`src/rtl/accel_issue_pkg.sv`:
```
// Shared types for the accelerator issue unit: FSM states and error causes.
package accel_issue_pkg;

  typedef enum logic {
    ST_RUN = 1'b0,
    ST_ERR = 1'b1
  } issue_state_e;

  typedef enum logic [1:0] {
    ERR_NONE         = 2'd0,
    ERR_TAG_MISMATCH = 2'd1,
    ERR_SPURIOUS     = 2'd2,
    ERR_TIMEOUT      = 2'd3
  } err_cause_e;

endpackage

```
`src/rtl/accel_tag_fifo.sv`:
```
// Expected-tag FIFO: tags of requests still awaiting an in-order accelerator response.
module accel_tag_fifo
  import accel_issue_pkg::*;
#(
  parameter int unsigned DEPTH = 4,
  parameter type TagType_t = logic [4:0]
) (
  input  logic     clk_i,
  input  logic     rst_ni,
  input  logic     clear_i,
  input  logic     push_i,
  input  TagType_t data_i,
  input  logic     pop_i,
  output TagType_t head_o,
  output logic     full_o,
  output logic     empty_o
);

  localparam int unsigned PW = $clog2(DEPTH);

  TagType_t      mem_q [DEPTH];
  logic [PW-1:0] wr_ptr_q;
  logic [PW-1:0] rd_ptr_q;
  logic [PW:0]   cnt_q;

  assign head_o  = mem_q[rd_ptr_q];
  assign full_o  = (cnt_q == (PW+1)'(DEPTH));
  assign empty_o = (cnt_q == '0);

  // Pointers wrap naturally because DEPTH is a power of two.
  always_ff @(posedge clk_i or negedge rst_ni) begin
    if (!rst_ni) begin
      wr_ptr_q <= '0;
      rd_ptr_q <= '0;
      cnt_q    <= '0;
      for (int i = 0; i < int'(DEPTH); i++) mem_q[i] <= '0;
    end else if (clear_i) begin
      wr_ptr_q <= '0;
      rd_ptr_q <= '0;
      cnt_q    <= '0;
    end else begin
      if (push_i) begin
        mem_q[wr_ptr_q] <= data_i;
        wr_ptr_q        <= wr_ptr_q + PW'(1);
      end
      if (pop_i) rd_ptr_q <= rd_ptr_q + PW'(1);
      if (push_i && !pop_i)      cnt_q <= cnt_q + (PW+1)'(1);
      else if (!push_i && pop_i) cnt_q <= cnt_q - (PW+1)'(1);
    end
  end

endmodule

```
`src/rtl/accel_issue_unit.sv`:
```
// Issues core instructions to an accelerator, checks in-order response tags and
// buffers one writeback; tag errors, spurious responses and timeouts are sticky.
//   state   | meaning
//   ST_RUN  | issuing requests and accepting responses
//   ST_ERR  | error latched; handshakes blocked until flush, pending writeback drains
module accel_issue_unit
  import accel_issue_pkg::*;
#(
  parameter int unsigned WIDTH          = 32,
  parameter int unsigned IMM_WIDTH      = 11,
  parameter type         TagType_t      = logic [4:0],
  parameter int unsigned DEPTH          = 4,
  parameter int unsigned TIMEOUT_CYCLES = 2048
) (
  input  logic                 clk_i,
  input  logic                 rst_ni,
  input  logic                 flush_i,
  input  logic                 issue_valid_i,
  output logic                 issue_ready_o,
  input  logic [WIDTH-1:0]     issue_rs1_i,
  input  logic [IMM_WIDTH-1:0] issue_imm_i,
  input  TagType_t             issue_tag_i,
  output logic                 acc_valid_o,
  input  logic                 acc_ready_i,
  output logic [WIDTH-1:0]     acc_rs1_o,
  output logic [IMM_WIDTH-1:0] acc_imm_o,
  output TagType_t             acc_tag_o,
  input  logic                 acc_valid_i,
  output logic                 acc_ready_o,
  input  logic [WIDTH-1:0]     acc_result_i,
  input  TagType_t             acc_tag_i,
  output logic                 wb_valid_o,
  input  logic                 wb_ready_i,
  output logic [WIDTH-1:0]     wb_result_o,
  output TagType_t             wb_tag_o,
  output logic                 acc_flush_o,
  output logic                 err_o,
  output logic [1:0]           err_cause_o
);

  localparam int unsigned WD_W = $clog2(TIMEOUT_CYCLES);

  issue_state_e    state_q, state_d;
  err_cause_e      cause_q, cause_d;
  logic            err_q, err_set;
  logic            run, push, pop, rsp_fire, tag_hit, timeout_hit;
  logic            fifo_full, fifo_empty, wb_valid_q;
  TagType_t        fifo_head;
  logic [WD_W-1:0] wd_q;

  assign run           = (state_q == ST_RUN);
  assign acc_valid_o   = issue_valid_i & run & ~fifo_full;
  assign issue_ready_o = acc_ready_i & run & ~fifo_full;
  assign acc_rs1_o     = issue_rs1_i;
  assign acc_imm_o     = issue_imm_i;
  assign acc_tag_o     = issue_tag_i;
  assign acc_flush_o   = flush_i;
  assign acc_ready_o   = run & (~wb_valid_q | wb_ready_i);

  // Fires coinciding with a flush must leave no trace.
  assign push        = acc_valid_o & acc_ready_i & ~flush_i;
  assign rsp_fire    = acc_valid_i & acc_ready_o;
  assign tag_hit     = ~fifo_empty & (acc_tag_i == fifo_head);
  assign pop         = rsp_fire & tag_hit & ~flush_i;
  assign timeout_hit = ~fifo_empty & ~pop & (wd_q == WD_W'(TIMEOUT_CYCLES - 2));

  assign wb_valid_o  = wb_valid_q;
  assign err_o       = err_q;
  assign err_cause_o = cause_q;

  accel_tag_fifo #(
    .DEPTH    (DEPTH),
    .TagType_t(TagType_t)
  ) u_tag_fifo (
    .clk_i  (clk_i),
    .rst_ni (rst_ni),
    .clear_i(flush_i),
    .push_i (push),
    .data_i (issue_tag_i),
    .pop_i  (pop),
    .head_o (fifo_head),
    .full_o (fifo_full),
    .empty_o(fifo_empty)
  );

  always_ff @(posedge clk_i or negedge rst_ni) begin
    if (!rst_ni) state_q <= ST_RUN;
    else         state_q <= state_d;
  end

  always_comb begin
    state_d = state_q;
    err_set = 1'b0;
    cause_d = ERR_NONE;
    if (run) begin
      if (rsp_fire && fifo_empty) begin
        err_set = 1'b1;
        cause_d = ERR_SPURIOUS;
      end else if (rsp_fire && !tag_hit) begin
        err_set = 1'b1;
        cause_d = ERR_TAG_MISMATCH;
      end else if (timeout_hit) begin
        err_set = 1'b1;
        cause_d = ERR_TIMEOUT;
      end
    end
    if (err_set) state_d = ST_ERR;
    if (flush_i) begin
      state_d = ST_RUN;
      err_set = 1'b0;
    end
  end

  always_ff @(posedge clk_i or negedge rst_ni) begin
    if (!rst_ni) begin
      err_q   <= 1'b0;
      cause_q <= ERR_NONE;
    end else if (flush_i) begin
      err_q   <= 1'b0;
      cause_q <= ERR_NONE;
    end else if (err_set && !err_q) begin
      err_q   <= 1'b1;
      cause_q <= cause_d;
    end
  end

  // Watchdog saturates so it cannot wrap while sitting in ST_ERR.
  always_ff @(posedge clk_i or negedge rst_ni) begin
    if (!rst_ni)                              wd_q <= '0;
    else if (flush_i || fifo_empty || pop)    wd_q <= '0;
    else if (wd_q != WD_W'(TIMEOUT_CYCLES - 1)) wd_q <= wd_q + WD_W'(1);
  end

  always_ff @(posedge clk_i or negedge rst_ni) begin
    if (!rst_ni) begin
      wb_valid_q  <= 1'b0;
      wb_result_o <= '0;
      wb_tag_o    <= '0;
    end else if (flush_i) begin
      wb_valid_q  <= 1'b0;
    end else if (pop) begin
      wb_valid_q  <= 1'b1;
      wb_result_o <= acc_result_i;
      wb_tag_o    <= acc_tag_i;
    end else if (wb_ready_i) begin
      wb_valid_q  <= 1'b0;
    end
  end

endmodule

```
`config.mk`:
```
export PLATFORM = sky130hd
export DESIGN_NAME = accel_issue_unit
export DESIGN_NICKNAME = d
export VERILOG_FILES = /design/src/rtl/accel_issue_pkg.sv /design/src/rtl/accel_tag_fifo.sv /design/src/rtl/accel_issue_unit.sv
export SDC_FILE = /design/constraint.sdc
export NUM_CORES = 1
export LEC_CHECK = 0
export ABC_AREA = 1
export CAP_MARGIN = 10
export CORE_MARGIN = 1.5
export CORE_UTILIZATION = 35
export DETAILED_ROUTE_END_ITERATION = 12
export MAX_ROUTING_LAYER = met4
export PLACE_DENSITY = 0.7
export SYNTH_ARGS = -nofsm -noshare
export SYNTH_HDL_FRONTEND = slang
export SYNTH_SLANG_ARGS = --single-unit
export TNS_END_PERCENT = 1
```
`constraint.sdc`:
```
create_clock -name clk_i -period 4.5 [get_ports clk_i]
set_clock_uncertainty 0.1 [all_clocks]
set_input_delay 0.9 -clock clk_i [delete_from_list [all_inputs] [get_ports clk_i]]
set_output_delay 0.9 -clock clk_i [all_outputs]
set_load 0.02 [all_outputs]
```
==> impl_metrics.json <==
{
  "status": "complete, no violations",
  "fin_ws_ns": 1.226,
  "placed_area_um2": 4716,
  "utilization": 0.4563,
  "finalSetupViolCount": 0,
  "grt_max_degree": 81,
  "powerDensity_nw_per_um2": 468.0,
  "clkTransAtPathRegs_ns": 0.06,
  "cpPeakStageDelay_ns": 0.65,
  "place_worst_setup_slack_ns": 1.211,
  "post-cts-setup-buffer-count": 0,
  "final_cell_mix": "192 x nand2_1, 97 x clkdlybuf4s50_1, 80 x dfrtp_1",
  "post-route-cell-area_um2": 5011,
  "yosysUniqueCellTypes": 26,
  "ant_nets": 0,
  "clkSinkCount": 80,
  "synth-seq-cells": 80,
  "wire_per_inst_um": 13.89,
  "final_common_cell": "nand2_1",
  "grt.total_usage": 0.1698,
  "cpMaxStageDelayCell": "clkdlybuf4s50_1",
  "max_clock_freq_ghz": 0.3054,
  "dp_hpwl_mm": 6.833,
  "peakVddDrop_v": 0.0002037,
  "syn_avg_cell_area_um2": 8.149,
  "io_buffers": 98,
  "hold_path.class": "flip-flop to flip-flop",
  "n_antenna_cell": 0,
  "crit_fanout": 2,
  "cts-hold-fix-buffers": 0,
  "dp_cells": 668,
  "grt-ovfl-total": 0,
  "synth_fp_nets": 588,
  "cts-root-buf": "clkbuf_16",
  "synth_area_um2": 3985,
  "grt_pass1_wl_mm": 15.25,
  "synthCells": 489,
  "crit_buf_inv": 3,
  "routed_wl_mm": 9.487,
  "p_total_mw": 2.345,
  "yosysSeqAreaShare": 0.5024,
  "clk_path_buf_depth": 2,
  "start_util": 0.3628,
  "layout.nets": 638,
  "area_delta_synth_final_pct": 25.75,
  "via_per_inst": 4.646,
  "grt_pass1_vias": 3056,
  "drive_above_1_share": 0.04788,
  "finalHoldViolCount": 0,
  "fill_cells": 1069,
  "cts-resized-gates": 0,
  "crit_chain": "clkdlybuf4s50_1, inv_1, a21oi_1, clkdlybuf4s50_1",
  "required_ns": 3.50,
  "regArea_um2": 2002,
  "cpLargestDelayFamily": "buffers and inverters",
  "vias": 3173,
  "power.leakage_nw": 2.425,
  "rows": 38,
  "finalMaxSlewViolations": 0,
  "cpMostUsedCell": "clkdlybuf4s50_1",
  "fin_crit_sh": 0.7277,
  "crit_type": "input port to output port",
  "die_height_um": 109.7,
  "drtIter0Drc": 241,
  "die_x_um": 109.7,
  "ios": 185,
  "tightestPinTransition_ns": 1.018,
  "startpoint": "wb_ready_i",
  "min_period_ns": 3.274,
  "numCtsBuffers": 9,
  "cp-end-kind": "output port",
  "stdcell_count": 683,
  "coreArea_um2": 10980,
  "worstHoldStart": "wb_result_o[21]",
  "r2r-start": "u_tag_fifo.rd_ptr_q[0]",
  "insertion_delay_ns": 0.33,
  "cts_tree": "done",
  "drt_drc_violations_left": 0,
  "yosys_warnings": 0,
  "grt_antenna_before_repair": 0,
  "h-tree-depth": 3,
  "start_kind": "input port",
  "maxCapViolCount": 0,
  "cp.arrival_ns": 2.27,
  "whs_ns": 0.3826,
  "drt-pass1-iter-count": 4,
  "grt_setup_unrepaired": "no",
  "gp_congestion": 0.7788,
  "multi_input_comb_area_um2": 1418,
  "slew_headroom": 0.3214,
  "setup_tns_ns": 0,
  "die_area_um2": 12040
}
## layer usage
layer | up-vias | part of all wire | track usage | wire length, µm
met3 | 36 | 0.055 | 0.03675 | 524
met4 | 0 | 0.025 | 0.07978 | 240
met1 | 1479 | 0.43 | 0.2103 | 4048
met2 | 71 | 0.49 | 0.2649 | 4674
li1 | 1587 | - | - | -
met5 | - | 0 | - | 0
## layout make-up
| cell class | instances | area share |
|---|---|---|
| clock buffer | 9 | 0.04494 |
| multi-input combinational | 313 | 0.2829 |
| clock inverter | 6 | 0.01398 |
| sequential | 80 | 0.3995 |
| tap | 140 | 0.03496 |
| timing repair buffer | 99 | 0.1968 |
| inverter | 36 | 0.02697 |
## flip-flops by register name, summed over array words and instances, names as in the netlist
register and count:
err_cause_o 2, err_o 1, state_q 1, u_tag_fifo.cnt_q 3, wb_result_o 32, u_tag_fifo.wr_ptr_q 2, wb_tag_o 5, u_tag_fifo.mem_q 20
wb_valid_o 1, u_tag_fifo.rd_ptr_q 2, wd_q 11
## cells in the mapped netlist
cell type  instances  area [µm²]
nand2_1          192       720.7
dfrtp_1           80        2002
buf_4             54       405.4
inv_1             32       120.1
nand3_1           31       155.2
o21ai_0           30       150.1
nor2_1            14       52.55
a21oi_1           11       55.05
nor3_1            11       55.05
ha_1               6       75.07
clkbuf_1           4       15.01
inv_2              4       15.01
xor2_1             3       26.28
buf_2              2       10.01
nand4_1            2       12.51
nor4_1             2       12.51
or2_2              2       12.51
a211oi_1           1       7.510
fa_1               1       20.02
nand2_2            1       6.260
nand3_4            1       17.52
nand3b_1           1       7.510
nor2_4             1       11.26
o21ai_1            1       5.000
o22ai_1            1       6.260
xnor2_1            1       8.760
## worst paths after layout
kind,endpoint,slack (ns),cells after the start
max,acc_ready_o,1.23,4
min,wb_result_o[21],0.38,2
max reg2reg,wb_result_o[21],1.71,12
min reg2reg,wb_result_o[21],0.38,2
max in group asynchronous,wb_result_o[30],3.00,1
min in group asynchronous,u_tag_fifo.mem_q[11],0.62,1
## worst register-to-register path, cell delays in order, from the launching register on
cell,delay (ns)
dfrtp_1,0.61
inv_2,0.22
nand2_1,0.10
nand3_1,0.09
nand3b_1,0.11
nand2_1,0.06
nor2_1,0.15
inv_2,0.07
nor2_4,0.17
nand3_4,0.31
inv_2,0.54
nand2_1,0.13
nand2_1,0.08
## kinds of logic (layout without fill, tap and decap cells)
logic type,after synthesis,count (layout),synth area share
AND/OR/NAND/NOR,258,258,0.2669
adder cells (fa/ha/maj),7,7,0.02386
flip-flops,80,80,0.5024
AO/OA/AOI/OAI,44,44,0.05620
buffers and inverters,96,150,0.1419
XOR/XNOR,4,4,0.008793
## power breakdown
part / switching (mW) / internal [mW]
Sequential: 0.0895 / 0.864
Clock: 0.291 / 0.429
Combinational: 0.356 / 0.315
Total: 0.737 / 1.61
Note: power is estimated with default switching activity, not from simulation.
